<file path="src/rtl/button_conditioner.sv">
// Push-button conditioner: per-channel 2-FF synchronizer, consecutive-sample debouncer,
// registered press/release pulses and hold auto-repeat.
module button_conditioner #(
  parameter int unsigned N_BTN           = 4,
  parameter int unsigned DEBOUNCE_CYCLES = 1000000,
  parameter int unsigned REPEAT_DELAY    = 50000000,
  parameter int unsigned REPEAT_PERIOD   = 10000000
) (
  input  logic             clk,
  input  logic             reset,
  input  logic [N_BTN-1:0] btn_raw,
  output logic [N_BTN-1:0] btn_level,
  output logic [N_BTN-1:0] btn_press,
  output logic [N_BTN-1:0] btn_release,
  output logic             any_press
);

  localparam int unsigned DB_W    = $clog2(DEBOUNCE_CYCLES + 1);
  localparam int unsigned RPT_MAX = (REPEAT_DELAY > REPEAT_PERIOD) ? REPEAT_DELAY : REPEAT_PERIOD;
  localparam int unsigned RPT_W   = $clog2(RPT_MAX + 1);
  localparam bit          RPT_EN  = (REPEAT_DELAY != 0);

  localparam logic [DB_W-1:0]  DB_LAST     = DB_W'(DEBOUNCE_CYCLES - 1);
  localparam logic [RPT_W-1:0] DELAY_LAST  = RPT_W'(RPT_EN ? REPEAT_DELAY - 1 : 0);
  localparam logic [RPT_W-1:0] PERIOD_LAST = RPT_W'(REPEAT_PERIOD - 1);

  typedef enum logic [1:0] {
    RPT_IDLE,
    RPT_HOLD,
    RPT_REPEAT
  } rpt_state_t;

  logic [N_BTN-1:0] sync1;
  logic [N_BTN-1:0] sync2;
  logic [N_BTN-1:0] db_state;
  logic [DB_W-1:0]  db_cnt    [N_BTN];
  rpt_state_t       rpt_state [N_BTN];
  logic [RPT_W-1:0] rpt_cnt   [N_BTN];

  logic [N_BTN-1:0] rise;
  logic [N_BTN-1:0] fall;
  logic [N_BTN-1:0] rpt_fire;
  logic [N_BTN-1:0] press_nxt;

  // db_state is the accepted level; btn_level is its registered copy, so the
  // level change and its pulse appear together one cycle after acceptance.
  always_comb begin
    rise     = db_state & ~btn_level;
    fall     = ~db_state & btn_level;
    rpt_fire = '0;
    for (int unsigned i = 0; i < N_BTN; i++) begin
      case (rpt_state[i])
        RPT_HOLD:   rpt_fire[i] = RPT_EN && (rpt_cnt[i] == DELAY_LAST);
        RPT_REPEAT: rpt_fire[i] = (rpt_cnt[i] == PERIOD_LAST);
        default:    rpt_fire[i] = 1'b0;
      endcase
    end
    press_nxt = rise | (rpt_fire & ~fall);
  end

  always_ff @(posedge clk or posedge reset) begin
    if (reset) begin
      sync1       <= '0;
      sync2       <= '0;
      db_state    <= '0;
      btn_level   <= '0;
      btn_press   <= '0;
      btn_release <= '0;
      any_press   <= 1'b0;
      for (int unsigned i = 0; i < N_BTN; i++) begin
        db_cnt[i]    <= '0;
        rpt_state[i] <= RPT_IDLE;
        rpt_cnt[i]   <= '0;
      end
    end else begin
      sync1       <= btn_raw;
      sync2       <= sync1;
      btn_level   <= db_state;
      btn_press   <= press_nxt;
      btn_release <= fall;
      any_press   <= |press_nxt;
      for (int unsigned i = 0; i < N_BTN; i++) begin
        if (sync2[i] == db_state[i]) begin
          db_cnt[i] <= '0;
        end else if (db_cnt[i] == DB_LAST) begin
          db_state[i] <= sync2[i];
          db_cnt[i]   <= '0;
        end else begin
          db_cnt[i] <= db_cnt[i] + DB_W'(1);
        end

        if (fall[i]) begin
          rpt_state[i] <= RPT_IDLE;
          rpt_cnt[i]   <= '0;
        end else if (rise[i]) begin
          rpt_state[i] <= RPT_HOLD;
          rpt_cnt[i]   <= '0;
        end else begin
          case (rpt_state[i])
            RPT_HOLD: begin
              if (!RPT_EN) begin
                rpt_cnt[i] <= '0;
              end else if (rpt_fire[i]) begin
                rpt_state[i] <= RPT_REPEAT;
                rpt_cnt[i]   <= '0;
              end else begin
                rpt_cnt[i] <= rpt_cnt[i] + RPT_W'(1);
              end
            end
            RPT_REPEAT: begin
              if (rpt_fire[i]) rpt_cnt[i] <= '0;
              else             rpt_cnt[i] <= rpt_cnt[i] + RPT_W'(1);
            end
            default: rpt_cnt[i] <= '0;
          endcase
        end
      end
    end
  end

endmodule

</file>
<file path="config.mk">
export PLATFORM = sky130hd
export DESIGN_NAME = button_conditioner
export DESIGN_NICKNAME = d
export VERILOG_FILES = /design/src/rtl/button_conditioner.sv
export SDC_FILE = /design/constraint.sdc
export NUM_CORES = 1
export LEC_CHECK = 0
export BUFFER_PORTS_ARGS = -buffer_cell sky130_fd_sc_hd__buf_2
export CAP_MARGIN = 20
export CORE_MARGIN = 3
export CORE_UTILIZATION = 63
export CTS_CLUSTER_DIAMETER = 30
export DETAILED_ROUTE_END_ITERATION = 8
export GPL_TIMING_DRIVEN = 0
export HOLD_SLACK_MARGIN = 0.1
export PLACE_DENSITY = 0.78
export RECOVER_POWER = 25
export SETUP_SLACK_MARGIN = 0.02
export SLEW_MARGIN = 20
export SYNTH_ARGS = -nofsm -noshare
export SYNTH_HDL_FRONTEND = slang
export SYNTH_SLANG_ARGS = --single-unit
</file>
<file path="constraint.sdc">
create_clock -name clk -period 9.05 [get_ports clk]
set_input_delay 0.905 -clock clk [delete_from_list [all_inputs] [get_ports clk]]
set_output_delay 0.905 -clock clk [all_outputs]
set_load 0.05 [all_outputs]
</file>
Yosys cells after proc, flatten, opt, wreduce, memory -nomap -nowiden:

Index checks and enable logic that the tools add are counted.

* add/subtract/negate cells: 8
* equality and inequality tests: 24
* multiplexer cells: 44
* bitwise gates (word level): 11
* reduce and logical (&&, ||, !) cells: 21

Operators by type and width (number)
* 26-bit two-way mux: 16
* 20-bit two-way mux: 8
* 26-bit by 1-bit adder with 26-bit output, second input constant: 4
* 26-bit by 24-bit equality test with 1-bit output, second input constant: 4
* 26-bit equality test, second input constant: 4
* 20-bit by 1-bit adder with 20-bit output, second input constant: 4
* 20-bit equality test, second input constant: 4
* 2-bit two-way mux: 16
* 3-bit nonzero test: 8
* 2-bit AND reduction: 8
* 4-bit bitwise AND: 3
* 4-bit NOT: 3
* 2-bit by 1-bit equality test with 1-bit output, second input constant: 4
* 2-bit equality test, second input constant: 4
* 1-bit one-hot mux with 2 select lines: 4
* 2-bit OR reduction: 4
* 1-bit equality test: 4
* 1-bit NOT: 4
* 4-bit OR: 1
* 4-bit OR reduction: 1

* register bits after elaboration: 217
* input port bits: 6
* output and inout bits: 13
* word-level logic and storage cells: 130

Depth between registers and ports, before layout:

Gate-level depths: netlist (run 1).

* depth in word-level cells: 6
* depth in mapped cells: 9
* mapped depth without buffers: 7

Least setup slack after synthesis (run 1):

Ideal clock, no wire load.

* kind: register to register
* from: reg rpt_state[4] in the netlist's numbering
* to: reg rpt_state[4] in the netlist's numbering
* library setup time: 125 ps
* arrival: 2058 ps
* required time: 8925 ps
* path slack: 6867 ps
* stages on the path, launching flop included: 8
* path buffers: 0
* clock period less this slack: 2183 ps
* path through: dfrtp_1 > inv_1 > ha_1 > or4_1 > nor3_1 > nand2_1 > o41ai_1 > mux2_2

* cells in the longest elaborated chain, start to end: 4
* elaborated cells on any way between the ends: 6
* classes of those cells: eq/ne (2); mux (1); reduce/logical (3)

Ends and longest elaborated chain
* from (decl): RTL line 37 `rpt_state_t rpt_state [N_BTN];`
* from (signal, indexed assignment): RTL line 72 `rpt_state[i] <= RPT_IDLE;`
* from (signal, indexed assignment): RTL line 93 `rpt_state[i] <= RPT_IDLE;`
* from (signal, indexed assignment): RTL line 96 `rpt_state[i] <= RPT_HOLD;`
* 2-bit equality test or 2-bit by 1-bit equality test with 1-bit output (tied branches): RTL line 52, 99
* 1-bit one-hot mux with 2 select lines: RTL line 52 `case (rpt_state[i])`
* 3-bit nonzero test (no source line)
* 2-bit AND reduction (no source line) *

Mark *: on every way between the ends. The rest lies on a longest branch, timed or not.
A chain may end at the register's enable or synchronous reset.

Worst setup path in the final report (run 1):

* from: reg rpt_state[0] in the netlist's numbering
* to: reg any_press

* cells in the longest elaborated chain, start to end: 5
* elaborated cells on any way between the ends: 6
* classes of those cells: eq/ne (2); mux (1); bitwise (2); reduce/logical (1)

Ends and longest elaborated chain
* 2-bit equality test or 2-bit by 1-bit equality test with 1-bit output (tied branches): RTL line 52
* 1-bit one-hot mux with 2 select lines *: RTL line 52
* 4-bit bitwise AND *: RTL line 58 `press_nxt = rise | (rpt_fire & ~fall);`
* 4-bit OR *: RTL line 58
* named net press_nxt[3]: RTL line 43 `logic [N_BTN-1:0] press_nxt;`
* 4-bit OR reduction *: RTL line 81 `any_press <= |press_nxt;`
* to (signal assigned): RTL line 81
* to (decl): RTL line 15 `output logic any_press`

Mark *: on every way through the listed nets, which the timed path passes. The rest lies on a longest branch.

==> impl_metrics.json, run 1 <==
{
  "clockPowerShare": 0.583,
  "drt-total-wl_um": 20140,
  "drv_slew": 35,
  "slew_headroom": -0.08062,
  "regArea_um2": 5430,
  "cts_resized": 0,
  "cts-htree-levels": 2,
  "ant_nets": 0,
  "via_count": 7678,
  "vdd_ir_drop_max_uv": 200.5,
  "fin_ws_ns": 6.493,
  "place_area_um2": 10990,
  "die_w_um": 135.5,
  "port_buffers": 18,
  "detail_route.vias_per_cell": 5.621,
  "grt_max_degree": 99,
  "design_area_um2": 12290,
  "syn_nets": 1090,
  "grt_pass1_wl_um": 35160,
  "p_leak_nw": 5.119,
  "netSwitchingPower_w": 0.0005328,
  "power_density_nw_per_um2": 199.6,
  "required_ns": 9.49,
  "cts.sinks": 217,
  "fin_util": 0.7600,
  "worst_pin_slew_ns": 1.612,
  "die_h_um": 135.5,
  "clk_pin_slew_ns": 0.05,
  "syn_inst": 1060,
  "overflow": 0,
  "synth-async-reset-ratio": 1.000,
  "power.internal_w": 0.001920,
  "yosys_most_used_dff": "dfrtp_1",
  "start_kind": "flop",
  "place_hpwl_um": 12670,
  "cts_buffers": 38,
  "place.gp.congestion": 0.8126,
  "placedCellCount": 1296,
  "grt_pass1_vias": 7642,
  "yosysTopAreaCellShare": 0.5137,
  "post-place-ws_ns": 6.536,
  "min_period_ns": 2.557,
  "fillers": 1093,
  "setup_tns_ns": 0,
  "critPathCaptureType": "flop",
  "crit_fanout": 4,
  "cp_cell_sequence": "inv_1 -> ha_1 -> or4_1 -> nor4_1 -> o2111ai_1 -> o21bai_1 -> or4_1",
  "seqPwrFrac": 0.401,
  "synth.distinct_cells": 50,
  "num_rows": 46,
  "ys_ff_latch": 217,
  "final_cells": 1366,
  "critical-path-top-delay-family": "simple AND/OR/NAND/NOR gates",
  "diodes": 0,
  "clk_latency_ns": 0.51,
  "violations": "max-capacitance violations, max-slew violations",
  "num_io_pins": 19,
  "crit_path_frequent_cell": "or4_1",
  "setup_viol": 0,
  "avgSynthCellArea_um2": 9.973,
  "core_area_um2": 16170,
  "area_growth_syn_to_layout_pct": 16.27,
  "syn_area_um2": 10570,
  "die_area_um2": 18370,
  "antenna_found_initial": 0,
  "maxCapViolCount": 1,
  "fin_nets": 1150,
  "drtIter0Drc": 454,
  "hp-class": "flop to flop",
  "p_sw_frac": 0.2172,
  "crit_path_max_incr_delay_ns": 0.49,
  "path_class": "flop to flop",
  "drtPass1Iterations": 4,
  "outcome": "finished with violations",
  "cp.buffers_inverters": 1,
  "clockBufferDepth": 3,
  "drc": 0,
  "cts_tree": "done",
  "skew_ns": 0.01028,
  "start_util": 0.6536,
  "multi_input_area_um2": 4853,
  "cts_root_buf": "clkbuf_16",
  "crit_arrival_ns": 3.00,
  "fin_crit_sh": 0.2825,
  "ys_warn_count": 0,
  "synth_area_leader_cell": "dfrtp_1",
  "hold_viol": 0,
  "synthTopCellsByArea": "dfrtp_1, xor2_1, nor2_1, xnor2_1, nand3_1",
  "postCtsHoldBufs": 0,
  "rsz0062_at_grt": "no",
  "max_freq_mhz": 391.1,
  "layout-drive-gt1-share": 0.1017,
  "post_cts_buffers": 0,
  "ys_seq_area_frac": 0.5137,
  "synth_edf_count": 0,
  "wl_per_cell_um": 14.74,
  "power_frac_comb": 0.016,
  "cp_slowest_cell": "o21bai_1",
  "groute.usage.overall": 0.2313
}
==> through the flow <==
stage,total power [W],hold slack (ns)
6_report,0.002453,0.3454
5_1_grt,0.002529,0.3542
4_1_cts,0.002483,0.3449
3_5_place_dp,0.001041,0.3347
3_3_place_gp,0.001037,0.3333
2_1_floorplan,0.001027,0.3312
==> Yosys cell counts, types with 5 or more instances <==
master	number
nand3_1	75
inv_1	36
and3_1	23
nor4b_1	5
and2_1	10
nand2_1	68
nor3_1	31
or4_1	7
o21ai_0	11
clkbuf_1	7
dfrtp_1	217
nor4_1	20
and4_1	19
buf_2	9
xor2_1	93
ha_1	24
nor2b_1	8
nor3b_1	5
nand4_1	40
nor2_1	210
xnor2_1	78
==> kinds of logic after synthesis <==
kind of cell | after synthesis | synth area share
xor gates and xnor gates | 171 | 0.1417
adders and majority gates | 24 | 0.02841
AOI/OAI and AO/OA | 28 | 0.01787
buffers and inverters | 59 | 0.02722
and+or+nand+nor | 553 | 0.2631
muxes | 8 | 0.008048
DFF | 217 | 0.5137
==> path summary, 6_finish.rpt <==
kind                       cells after the start                     start                    end  slack, ns
setup / recovery                               7  rpt_state[0]$_DFFE_PP0P_    any_press$_DFF_PP0_       6.49
hold / removal                                 0        sync1[3]$_DFF_PP0_     sync2[3]$_DFF_PP0_       0.35
hold reg to reg                                0        sync1[3]$_DFF_PP0_     sync2[3]$_DFF_PP0_       0.35
setup reg to reg                               7  rpt_state[0]$_DFFE_PP0P_    any_press$_DFF_PP0_       6.49
min in group asynchronous                      2                     reset  rpt_cnt[41]$_DFF_PP0_       0.78
max in group asynchronous                      4                     reset  rpt_cnt[19]$_DFF_PP0_       6.82
==> final cells by class <==
cell class,instances,share of cell area
plain buffers,23,0.01242
clock buffers,48,0.08642
clock inverters,22,0.01975
inverters,36,0.01110
multi-input cells,784,0.3948
flip-flops and latches,217,0.4418
well taps,216,0.02199
repair buffers,20,0.01171
==> layer usage <==
| layer | track usage | wire [um] |
|---|---|---|
| met1 | 0.3164 | 9377 |
| met2 | 0.3744 | 9625 |
| met3 | 0.03863 | 677 |
| met4 | 0.08847 | 456 |
| met5 | 0 | 0 |
==> worst reg2reg max path, cell delays in order (launching register included) <==
cell and delay, ns:
dfrtp_1 0.37, inv_1 0.06, ha_1 0.30, or4_1 0.42
nor4_1 0.38, o2111ai_1 0.28, o21bai_1 0.49, or4_1 0.19
==> flip-flops by register name, indices dropped and copies added (netlist names) <==
signal	flops
btn_release	4
db_cnt	80
db_state	4
sync2	4
sync1	4
rpt_state	8
btn_level	4
rpt_cnt	104
btn_press	4
any_press	1
==> power groups by stage <==
| stage | sequential (W) | combinational (W) | clock [W] |
|---|---|---|---|
| floorplan | 0.000999 | 0.0000278 | 0 |
| global placement | 0.00100 | 0.0000368 | 0 |
| detailed placement | 0.00100 | 0.0000409 | 0 |
| CTS | 0.000984 | 0.0000409 | 0.00146 |
| global route | 0.000984 | 0.0000455 | 0.00150 |
| finish | 0.000984 | 0.0000386 | 0.00143 |
==> cell usage in the layout (no fill, tap or decap), types with 5 or more instances in the layout <==
| master | count |
|---|---|
| inv_6 | 8 |
| clkbuf_16 | 41 |
| buf_2 | 26 |
| and3_1 | 23 |
| nor2_1 | 210 |
| nand2_1 | 68 |
| nor4_1 | 20 |
| nor3_1 | 31 |
| xor2_1 | 93 |
| clkbuf_1 | 14 |
| or4_1 | 7 |
| xnor2_1 | 78 |
| nand4_1 | 40 |
| nor3b_1 | 5 |
| inv_1 | 35 |
| o21ai_0 | 11 |
| nand3_1 | 75 |
| nor4b_1 | 5 |
| and4_1 | 19 |
| and2_1 | 10 |
| nor2b_1 | 8 |
| dfrtp_1 | 217 |
| ha_1 | 24 |
Note: power is estimated with default switching activity, not from simulation.
==> inputs of run 2 (changes only) <==
CORE_UTILIZATION = 57   (was 63)
PLACE_DENSITY = 0.74   (was 0.78)
clock period = 2.3 ns   (was 9.05 ns; I/O delays follow)
==> impl_metrics.json, run 2 (synthesis results as in run 1) <==
{
  "drtIter0Drc": 457,
  "overflow": 0,
  "hp-class": "flop to flop",
  "cp_cell_sequence": "inv_1 -> ha_1 -> or4_4 -> nor4_4 -> o21ai_1 -> o21ai_0 -> mux2_2",
  "num_rows": 49,
  "drv_slew": 0,
  "cts_buffers": 47,
  "power_frac_comb": 0.014,
  "top_regs": "rpt_cnt x104, db_cnt x80, rpt_state x8",
  "num_io_pins": 19,
  "drtPass1Iterations": 5,
  "largest_reg_flops": 104,
  "clockPowerShare": 0.646,
  "port_buffers": 18,
  "netSwitchingPower_w": 0.002321,
  "max_freq_mhz": 454.3,
  "placedCellCount": 1313,
  "setup_viol": 0,
  "holdWs_ns": 0.3348,
  "power_density_nw_per_um2": 873.2,
  "grt_max_degree": 35,
  "fin_crit_sh": 0.9571,
  "grt_pass1_vias": 8060,
  "crit_fanout": 3,
  "diodes": 0,
  "hold_viol": 0,
  "layout_common_cells": "dfrtp_1, nor2_1, xor2_1, xnor2_1, nand3_1",
  "clk_pin_slew_ns": 0.05,
  "post-place-ws_ns": -0.1909,
  "start_util": 0.5845,
  "wl_per_cell_um": 15.27,
  "drc": 0,
  "fin_nets": 1174,
  "place.gp.congestion": 0.8060,
  "drt-total-wl_um": 21550,
  "final_cells": 1411,
  "cp_slowest_cell": "or4_4",
  "seqPwrFrac": 0.340,
  "area_growth_syn_to_layout_pct": 23.65,
  "cts_tree": "done",
  "top_register": "rpt_cnt",
  "groute.usage.overall": 0.2203,
  "place_hpwl_um": 13370,
  "required_ns": 2.71,
  "skew_ns": 0.01827,
  "min_period_ns": 2.201,
  "die_h_um": 142.2,
  "via_count": 7875,
  "detail_route.vias_per_cell": 5.581,
  "p_sw_frac": 0.2034,
  "grt_pass1_wl_um": 37250,
  "outcome": "finished clean",
  "layout_commonest_cell": "dfrtp_1",
  "ant_nets": 0,
  "start_kind": "flop",
  "path_class": "flop to flop",
  "die_area_um2": 20220,
  "core_area_um2": 18090,
  "setup_tns_ns": 0,
  "slew_headroom": 0.3481,
  "cts_root_buf": "clkbuf_16",
  "critPathCaptureType": "flop",
  "cts.sinks": 217,
  "vdd_ir_drop_max_uv": 730.0,
  "clockBufferDepth": 3,
  "fin_ws_ns": 0.09866,
  "crit_arrival_ns": 2.61,
  "p_leak_nw": 5.518,
  "crit_path_max_incr_delay_ns": 0.45,
  "power.internal_w": 0.009092,
  "rsz0062_at_grt": "yes",
  "antenna_found_initial": 0,
  "maxCapViolCount": 0,
  "clk_latency_ns": 0.53,
  "layout-drive-gt1-share": 0.1447,
  "worst_pin_slew_ns": 0.9725,
  "die_w_um": 142.2,
  "cts-htree-levels": 2,
  "fin_util": 0.7227
}
==> run 2: final cells by class <==
cell class,instances,area [um^2]
buffer,22,156.4
clock buffer,56,1271
clock inverter,31,489.2
fill,1239,5015
inverter,36,136.4
multi-input combinational,784,5035
sequential,217,5430
tap,229,286.5
timing repair buffer,36,266.5
==> run 2: stage by stage <==
| step | area, um^2 | total power [W] |
|---|---|---|
| 3_3_place_gp | 10950 | 0.004083 |
| 3_5_place_dp | 11070 | 0.004109 |
| 5_1_grt | 13070 | 0.01176 |
| 2_1_floorplan | 10580 | 0.004041 |
| 6_report | 13070 | 0.01141 |
| 4_1_cts | 13010 | 0.01153 |
==> run 2: path summary, 6_finish.rpt <==
kind,start,endpoint,slack [ns],cells past startpoint
max in group asynchronous,reset,rpt_cnt[22]$_DFF_PP0_,0.59,4
min,sync1[2]$_DFF_PP0_,sync2[2]$_DFF_PP0_,0.33,0
max,rpt_state[0]$_DFFE_PP0P_,rpt_state[0]$_DFFE_PP0P_,0.1,7
max reg2reg,rpt_state[0]$_DFFE_PP0P_,rpt_state[0]$_DFFE_PP0P_,0.1,7
min reg2reg,sync1[2]$_DFF_PP0_,sync2[2]$_DFF_PP0_,0.33,0
min in group asynchronous,reset,rpt_cnt[53]$_DFF_PP0_,0.42,3
==> run 2: routing by layer <==
layer,track usage,part of all wire,vias up
li1,-,-,3801
met1,0.2936,0.44,3883
met2,0.3672,0.49,148
met3,0.04066,0.040,43
met4,0.07273,0.022,0
met5,0,0,-
==> run 2: critical path: cells and delay by family, from the launching register on <==
kind	cells	cell delay, ns
simple gates	2	0.69
flops	1	0.36
mux	1	0.35
compound gates	2	0.32
fa+ha+maj	1	0.31
buf+inv	1	0.05
==> run 2: repair_timing <==
item,CTS,global route
pin swaps,8,9
hold buffers,5,0
gates resized for setup,17,25
setup endpoints to repair,94,96
hold endpoints to repair,23,0
setup buffers,5,2
==> run 2: power groups by stage <==
stage,logic [W],registers (W),clock network [W]
2_1_floorplan,0.000110,0.00393,0
3_3_place_gp,0.000147,0.00394,0
3_5_place_dp,0.000175,0.00393,0
4_1_cts,0.000183,0.00388,0.00747
5_1_grt,0.000192,0.00388,0.00769
6_report,0.000165,0.00388,0.00737
